==> config.mk <==
export PLATFORM = sky130hd
export DESIGN_NAME = instr_fetch
export DESIGN_NICKNAME = d
export VERILOG_FILES = /design/src/rtl/instr_fetch.sv
export SDC_FILE = /design/constraint.sdc
export NUM_CORES = 1
export LEC_CHECK = 0
export ABC_AREA = 1
export BUFFER_PORTS_ARGS = -buffer_cell sky130_fd_sc_hd__clkbuf_2
export CORE_MARGIN = 1.5
export CORE_UTILIZATION = 35
export DETAILED_ROUTE_END_ITERATION = 10
export PLACE_DENSITY = 0.65
export SYNTH_ARGS = -nofsm -noshare
export SYNTH_HDL_FRONTEND = slang
export SYNTH_SLANG_ARGS = --single-unit
export TNS_END_PERCENT = 1
==> constraint.sdc <==
create_clock -name clk -period 4 [get_ports clk]
set_clock_uncertainty 0.15 [all_clocks]
set_input_delay 0.8 -clock clk [delete_from_list [all_inputs] [get_ports clk]]
set_output_delay 0.8 -clock clk [all_outputs]
set_load 0.005 [all_outputs]
==> src/rtl/instr_fetch.sv <==
`default_nettype none
// ============================================================================
// Module  : instr_fetch
// Brief   : Program-counter sequencer (IDLE/RUN/HALT) with PC-relative or
//           table-lookup branches. Lookup table built only when the macro
//           INSTR_FETCH_BRANCH_LUT_EN is defined.
// Revision: 1.0 - initial release
// ============================================================================
module instr_fetch #(
  parameter int PC_W      = 10,
  parameter int LUT_DEPTH = 16
) (
  input  logic                         clk,
  input  logic                         reset,
  input  logic                         start,
  input  logic                         stall,
  input  logic                         halt_req,
  input  logic                         do_branch,
  input  logic                         branch_abs,
  input  logic                         lut_sel,
  input  logic [7:0]                   target,
  input  logic                         lut_we,
  input  logic [$clog2(LUT_DEPTH)-1:0] lut_waddr,
  input  logic [PC_W-1:0]              lut_wdata,
  output logic [PC_W-1:0]              prog_ctr,
  output logic                         fetch_valid,
  output logic                         done
);

  localparam int              C_LUT_IDX_W = $clog2(LUT_DEPTH);
  localparam logic [PC_W-1:0] C_PC_ZERO   = '0;
  localparam logic [PC_W-1:0] C_PC_ONE    = PC_W'(1);

  typedef enum logic [1:0] {
    S_IDLE = 2'd0,
    S_RUN  = 2'd1,
    S_HALT = 2'd2
  } state_t;

  state_t          r_state;
  state_t          w_next_state;
  logic [PC_W-1:0] r_pc;
  logic [PC_W-1:0] w_next_pc;
  logic            r_done;
  logic            w_next_done;
  logic [PC_W-1:0] w_offset;
  logic [PC_W-1:0] w_rel_pc;
  logic [PC_W-1:0] w_branch_pc;
  logic            w_take;

  // Sign-extend the 8-bit offset; the sum wraps naturally at PC_W bits.
  assign w_offset = PC_W'($signed(target));
  assign w_rel_pc = r_pc + w_offset;
  assign w_take   = do_branch | branch_abs;

`ifdef INSTR_FETCH_BRANCH_LUT_EN
  logic [PC_W-1:0]        r_lut [LUT_DEPTH];
  logic [C_LUT_IDX_W-1:0] w_lut_idx;

  assign w_lut_idx = target[C_LUT_IDX_W-1:0];

  // Reads are combinational from the registered array, so a same-cycle
  // write is only visible from the following cycle.
  always_ff @(posedge clk or posedge reset) begin
    if (reset) begin
      for (int i = 0; i < LUT_DEPTH; i++) begin
        r_lut[i] <= C_PC_ZERO;
      end
    end else if (lut_we) begin
      r_lut[lut_waddr] <= lut_wdata;
    end
  end

  assign w_branch_pc = lut_sel ? r_lut[w_lut_idx] : w_rel_pc;
`else
  logic w_unused_lut;

  assign w_unused_lut = ^{lut_sel, lut_we, lut_waddr, lut_wdata};
  assign w_branch_pc  = w_rel_pc;
`endif

  always_ff @(posedge clk or posedge reset) begin
    if (reset) begin
      r_state <= S_IDLE;
      r_pc    <= C_PC_ZERO;
      r_done  <= 1'b0;
    end else begin
      r_state <= w_next_state;
      r_pc    <= w_next_pc;
      r_done  <= w_next_done;
    end
  end

  always_comb begin
    w_next_state = r_state;
    w_next_pc    = r_pc;
    w_next_done  = r_done;
    case (r_state)
      S_IDLE, S_HALT: begin
        if (start) begin
          w_next_state = S_RUN;
          w_next_pc    = C_PC_ZERO;
          w_next_done  = 1'b0;
        end
      end
      S_RUN: begin
        // Stall freezes everything, including a pending halt or branch.
        if (!stall) begin
          if (halt_req) begin
            w_next_state = S_HALT;
            w_next_done  = 1'b1;
          end else if (w_take) begin
            w_next_pc = w_branch_pc;
          end else begin
            w_next_pc = r_pc + C_PC_ONE;
          end
        end
      end
      default: begin
        w_next_state = S_IDLE;
        w_next_pc    = C_PC_ZERO;
        w_next_done  = 1'b0;
      end
    endcase
  end

  assign prog_ctr    = r_pc;
  assign done        = r_done;
  assign fetch_valid = (r_state == S_RUN) & ~stall;

endmodule
`default_nettype wire

* Word-level counts from Yosys, hierarchy flattened
Cells that the tools add are included.
** Word-level totals
- Register bits :: 13
- Output and inout bits :: 12
- Bits of input ports :: 31
- Word-level logic and storage cells :: 31
** Cells by class
- Muxes and demuxes :: 13
- Equal/unequal tests :: 6
- Reduce and logical (&&, ||, !) cells :: 4
- $add $sub $neg :: 2
- Bitwise logic cells :: 3
** Operator list (count)
- 10-bit 2-to-1 mux :: 4
- 10-bit case mux with 2 select lines :: 1
- 10-bit by 1-bit adder with 10-bit output, second input constant :: 1
- 10-bit adder :: 1
- 2-bit inequality test, second input constant :: 4
- 2-bit 2-to-1 mux :: 3
- 3-bit AND reduction :: 2
- 2-bit case mux with 2 select lines :: 1
- 1-bit 2-to-1 mux :: 3
- 2-bit by 1-bit == test with 1-bit output, second input constant :: 1
- 2-bit == test, second input constant :: 1
- 2-bit zero test :: 1
- 1-bit case mux with 2 select lines :: 1
- 2-bit OR reduction :: 1
- 1-bit bitwise AND :: 1
- 1-bit inverter :: 1
- 1-bit bitwise OR :: 1

* Depth between registers and ports, before layout
- Depth in word-level cells :: 5
- Mapped depth :: 14
- Gate-level depth less buffers :: 14

* Worst setup path before layout
OpenSTA, ideal clock, no wires.
- Path type :: input to register
- Start point :: in do_branch
- End point :: reg r_pc[8], in the netlist prog_ctr[8]
- Setup time :: 0.117 ns
- Data required time :: 3.733 ns
- Arrival :: 2.241 ns
- Stages :: 13
- Buffers on the path :: 0
- Slack :: 1.492 ns
- Cell sequence :: inv_1 -> nand2_1 -> inv_1 -> or2_2 -> ha_1 -> inv_1 -> fa_1 -> o21ai_2 -> nand2_1 -> nand2_1 -> nand2_1 -> nand3_1 -> nand2_1
** Between the ends
- Cells in the longest elaborated chain, start to end :: 5
** Ends and longest elaborated chain
- start: declaration :: RTL line 18 : input logic do_branch,
- 1-bit bitwise OR :: RTL line 54 : assign w_take = do_branch | branch_abs;
- 10-bit 2-to-1 mux :: RTL line 112 : end else if (w_take) begin
- 10-bit 2-to-1 mux :: RTL line 109 : if (halt_req) begin
- 10-bit 2-to-1 mux :: RTL line 108 : if (!stall) begin
- 10-bit case mux with 2 select lines :: RTL line 98 : case (r_state)
- end signal: assignment :: RTL line 89 : r_pc <= w_next_pc;
- end: declaration :: RTL line 42 : logic [PC_W-1:0] r_pc;
No other way between the ends. The select of a mux whose other input is x is not followed.
A chain may end at the register's enable or synchronous reset.

* Worst setup path after layout
- Start point :: in do_branch
- End point :: reg r_pc[6], in the netlist prog_ctr[6]
Same word-level chain as after synthesis.

==> summary.txt <==
Outcome
  – Outcome: complete, no violations

Logic synthesis
  – Gate Count Post-Synth: roughly 160
  – #FFs+latches synth: 12
  – Synth unique cells: 23
  – Post-Syn Area: just over 1000 sq um
  – Synthesis Warnings: 0
  – Avg Cell Area, Syn: 6.63 sq um
  – Sequential area share after synthesis: 0.290
  – Syn_nets: slightly below 200

CTS
  – CTS Hold Buffers Added: 0
  – Postcts setup bufs: 0
  – CTS tree: built
  – Resized Gates After CTS: 0
  – Worst-Skew Late Latency: ~0.28 ns
  – Max Root-Sink Buffers: 2
  – Inserted Clock Buffers: 3
  – H-tree depth: 1
  – Clock transition at path regs: ~0.090 ns
  – Clock sinks: 12
  – Clock root cell: clkbuf_4

Floorplanning
  – Core area: around 2800 sq um
  – Total die area: ~3300 sq um
  – I/O pin count: between 40 and 50
  – Starting density of the core: 0.372
  – Rows: 19
  – Die Wd: ~57 microns
  – Die Ht: 57.4 microns

STA
  – Final Slew Violations: 0
  – Max Freq: ~0.39 GHz
  – Worst Max-Slew Pin Slew: approximately 0.5 ns
  – Tcrit/Tclk final: 0.644
  – TNS Setup: 0 ns
  – Final setup fails: 0
  – Worst rel slew slack: 0.658
  – Fin. Hold Viols: 0
  – Final min period: 2.57 ns
  – RSZ-0062 raised after global routing: no
  – Post-route setup slack: roughly 1.4 ns

Critical path
  – WS Path Type: in2reg
  – Cell depth of the worst flop-to-flop path: 9
  – Startpoint types: input port
  – Flop2flop setup slack: 2.09 ns
  – CP Capture Type: flop
  – Crit path from: do_branch
  – RR Startpoint: prog_ctr[0]$_DFFE_PP0P_
  – Required @ worst endpoint: roughly 4 ns
  – WP data arrival: ~2.6 ns
  – Crit path max fanout: 6
  – R2R Path End: prog_ctr[6]$_DFFE_PP0P_

Drt
  – Total number of vias: 994
  – Wire length per cell: 10.2 microns
  – Routed wire length: around 2.2 mm
  – DR iter-0 viols: 27
  – DRC viols: 0
  – DR vias/cell: around 4.6
  – Antenna Nets Post-Route: 0
  – DR pass1 iterations: 4

Pwr
  – Power density over the cells: ~530 nW/um^2
  – Total power: between 600 and 700 uW
  – Static leakage power: 0.754 nW
  – Peak supply drop: between 200 and 300 uV

Placed design
  – DP Cell Count: between 200 and 250
  – GP Congestion: 0.826
  – Dpl hpwl: 1.70 mm
  – Setup Slack @ Placement: ~1.1 ns
  – I/O Buffers: 26

Cells and area
  – Fillers: 301
  – Diode count: 0
  – Final cell count without fillers: roughly 220
  – Final net count: ~230
  – Register area: 300 sq um
  – Layout cells sized above 1: 0.232
  – Multi-input gate area: roughly 600 sq um
  – Final Util: 0.442
  – Syn-to-layout area delta: 18.7%

Global routing
  – Total GRT Usage: 0.150
  – GRT Residual Overflow: 0
  – Initial antenna violation count: 0
  – Pin count of the biggest net entering global routing: 13
  – First-pass GRT wire length: about 3.8 mm
  – Vias in the first global route: slightly below 900

Flow run
  – Max-Cap Viols: 0

Min path
  – Hold Crit Class: in2async
## sequential cells by signal, indices dropped and copies added, names as in the netlist
signal    count
prog_ctr     10
r_state       2
## logic make-up (layout without fill, tap and decap cells)
family | Yosys count | in the layout | share of synthesized area
fa+ha+maj | 10 | 10 | 0.128
simple gates | 83 | 83 | 0.335
xor+xnor | 2 | 2 | 0.0169
buf+inv | 32 | 61 | 0.123
flops | 12 | 12 | 0.290
compound gates | 17 | 17 | 0.106
## cells in the mapped netlist
cell type / instances / area share
nand2_1: 52 / 0.19
inv_1: 28 / 0.10
nor2_1: 14 / 0.051
dfrtp_1: 12 / 0.29
nand3_1: 10 / 0.048
ha_1: 9 / 0.11
a21oi_1: 6 / 0.029
o21ai_2: 5 / 0.042
inv_2: 3 / 0.011
nand2_2: 2 / 0.012
o21ai_0: 2 / 0.0097
xnor2_1: 2 / 0.017
buf_6: 1 / 0.011
fa_1: 1 / 0.019
nand3_2: 1 / 0.0097
nand3b_1: 1 / 0.0073
nand4_1: 1 / 0.0060
nor2_2: 1 / 0.0060
o211ai_1: 1 / 0.0073
o21a_1: 1 / 0.0073
o21ai_1: 1 / 0.0048
o22ai_1: 1 / 0.0060
or2_2: 1 / 0.0060
## layout make-up
cell class	count	share of cell area
sequential	12	0.244
timing repair buffer	26	0.106
clock buffer	4	0.0295
tap	31	0.0316
inverter	31	0.0947
multi-input combinational	112	0.494
## per-stage QoR
step	hold WS [ns]	instance area (sq um)
finish	0.361	1230
global route	0.401	1230
CTS	0.364	1230
detailed placement	0.352	1190
global placement	0.351	1190
floorplan	0.326	1030
## critical path: stages
cell and delay [ns]:
clkbuf_2 0.08, inv_1 0.04, nand2_1 0.09, inv_1 0.19
or2_2 0.15, ha_1 0.19, inv_1 0.07, fa_1 0.41
o21ai_2 0.25, nand2_1 0.11, nand2_1 0.07, nand2_1 0.04
nand3_1 0.06, nand2_1 0.05
## cells in the final DEF, fill, tap and decap left out
cell,count
clkbuf_8,1
inv_2,3
nand4_1,1
nand3_2,1
o21ai_0,2
o211ai_1,1
o21ai_1,1
xnor2_1,2
inv_1,28
nand2_2,2
nor2_1,14
nand3_1,10
nand2_1,52
nand3b_1,1
o21a_1,1
o22ai_1,1
a21oi_1,6
clkbuf_4,3
ha_1,9
nor2_2,1
or2_2,1
fa_1,1
dfrtp_1,12
o21ai_2,5
clkbuf_2,26
## power breakdown
part	internal (mW)	switching, mW	leakage, nW
logic	0.140	0.210	0.571
clock network	0.0554	0.0482	0.0210
registers	0.165	0.0366	0.161
## worst max-delay path by stage
stage	end	depth (start not counted)	slack, ns
after floorplan	prog_ctr[8]$_DFFE_PP0P_	13	1.49
after global placement	prog_ctr[8]$_DFFE_PP0P_	14	1.13
after detailed placement	prog_ctr[6]$_DFFE_PP0P_	14	1.10
after CTS	prog_ctr[6]$_DFFE_PP0P_	14	1.41
after global routing	prog_ctr[6]$_DFFE_PP0P_	14	1.19
final	prog_ctr[6]$_DFFE_PP0P_	14	1.43
## metal layers
metal / part of all wire / vias to the layer above / GRT usage
met2: 0.40 / 24 / 0.211
met1: 0.53 / 426 / 0.224
met5: 0 / - / 0
li1: - / 539 / -
met3: 0.055 / 5 / 0.0272
met4: 0.020 / 0 / 0.0598
(Power assumes the default switching activity.)
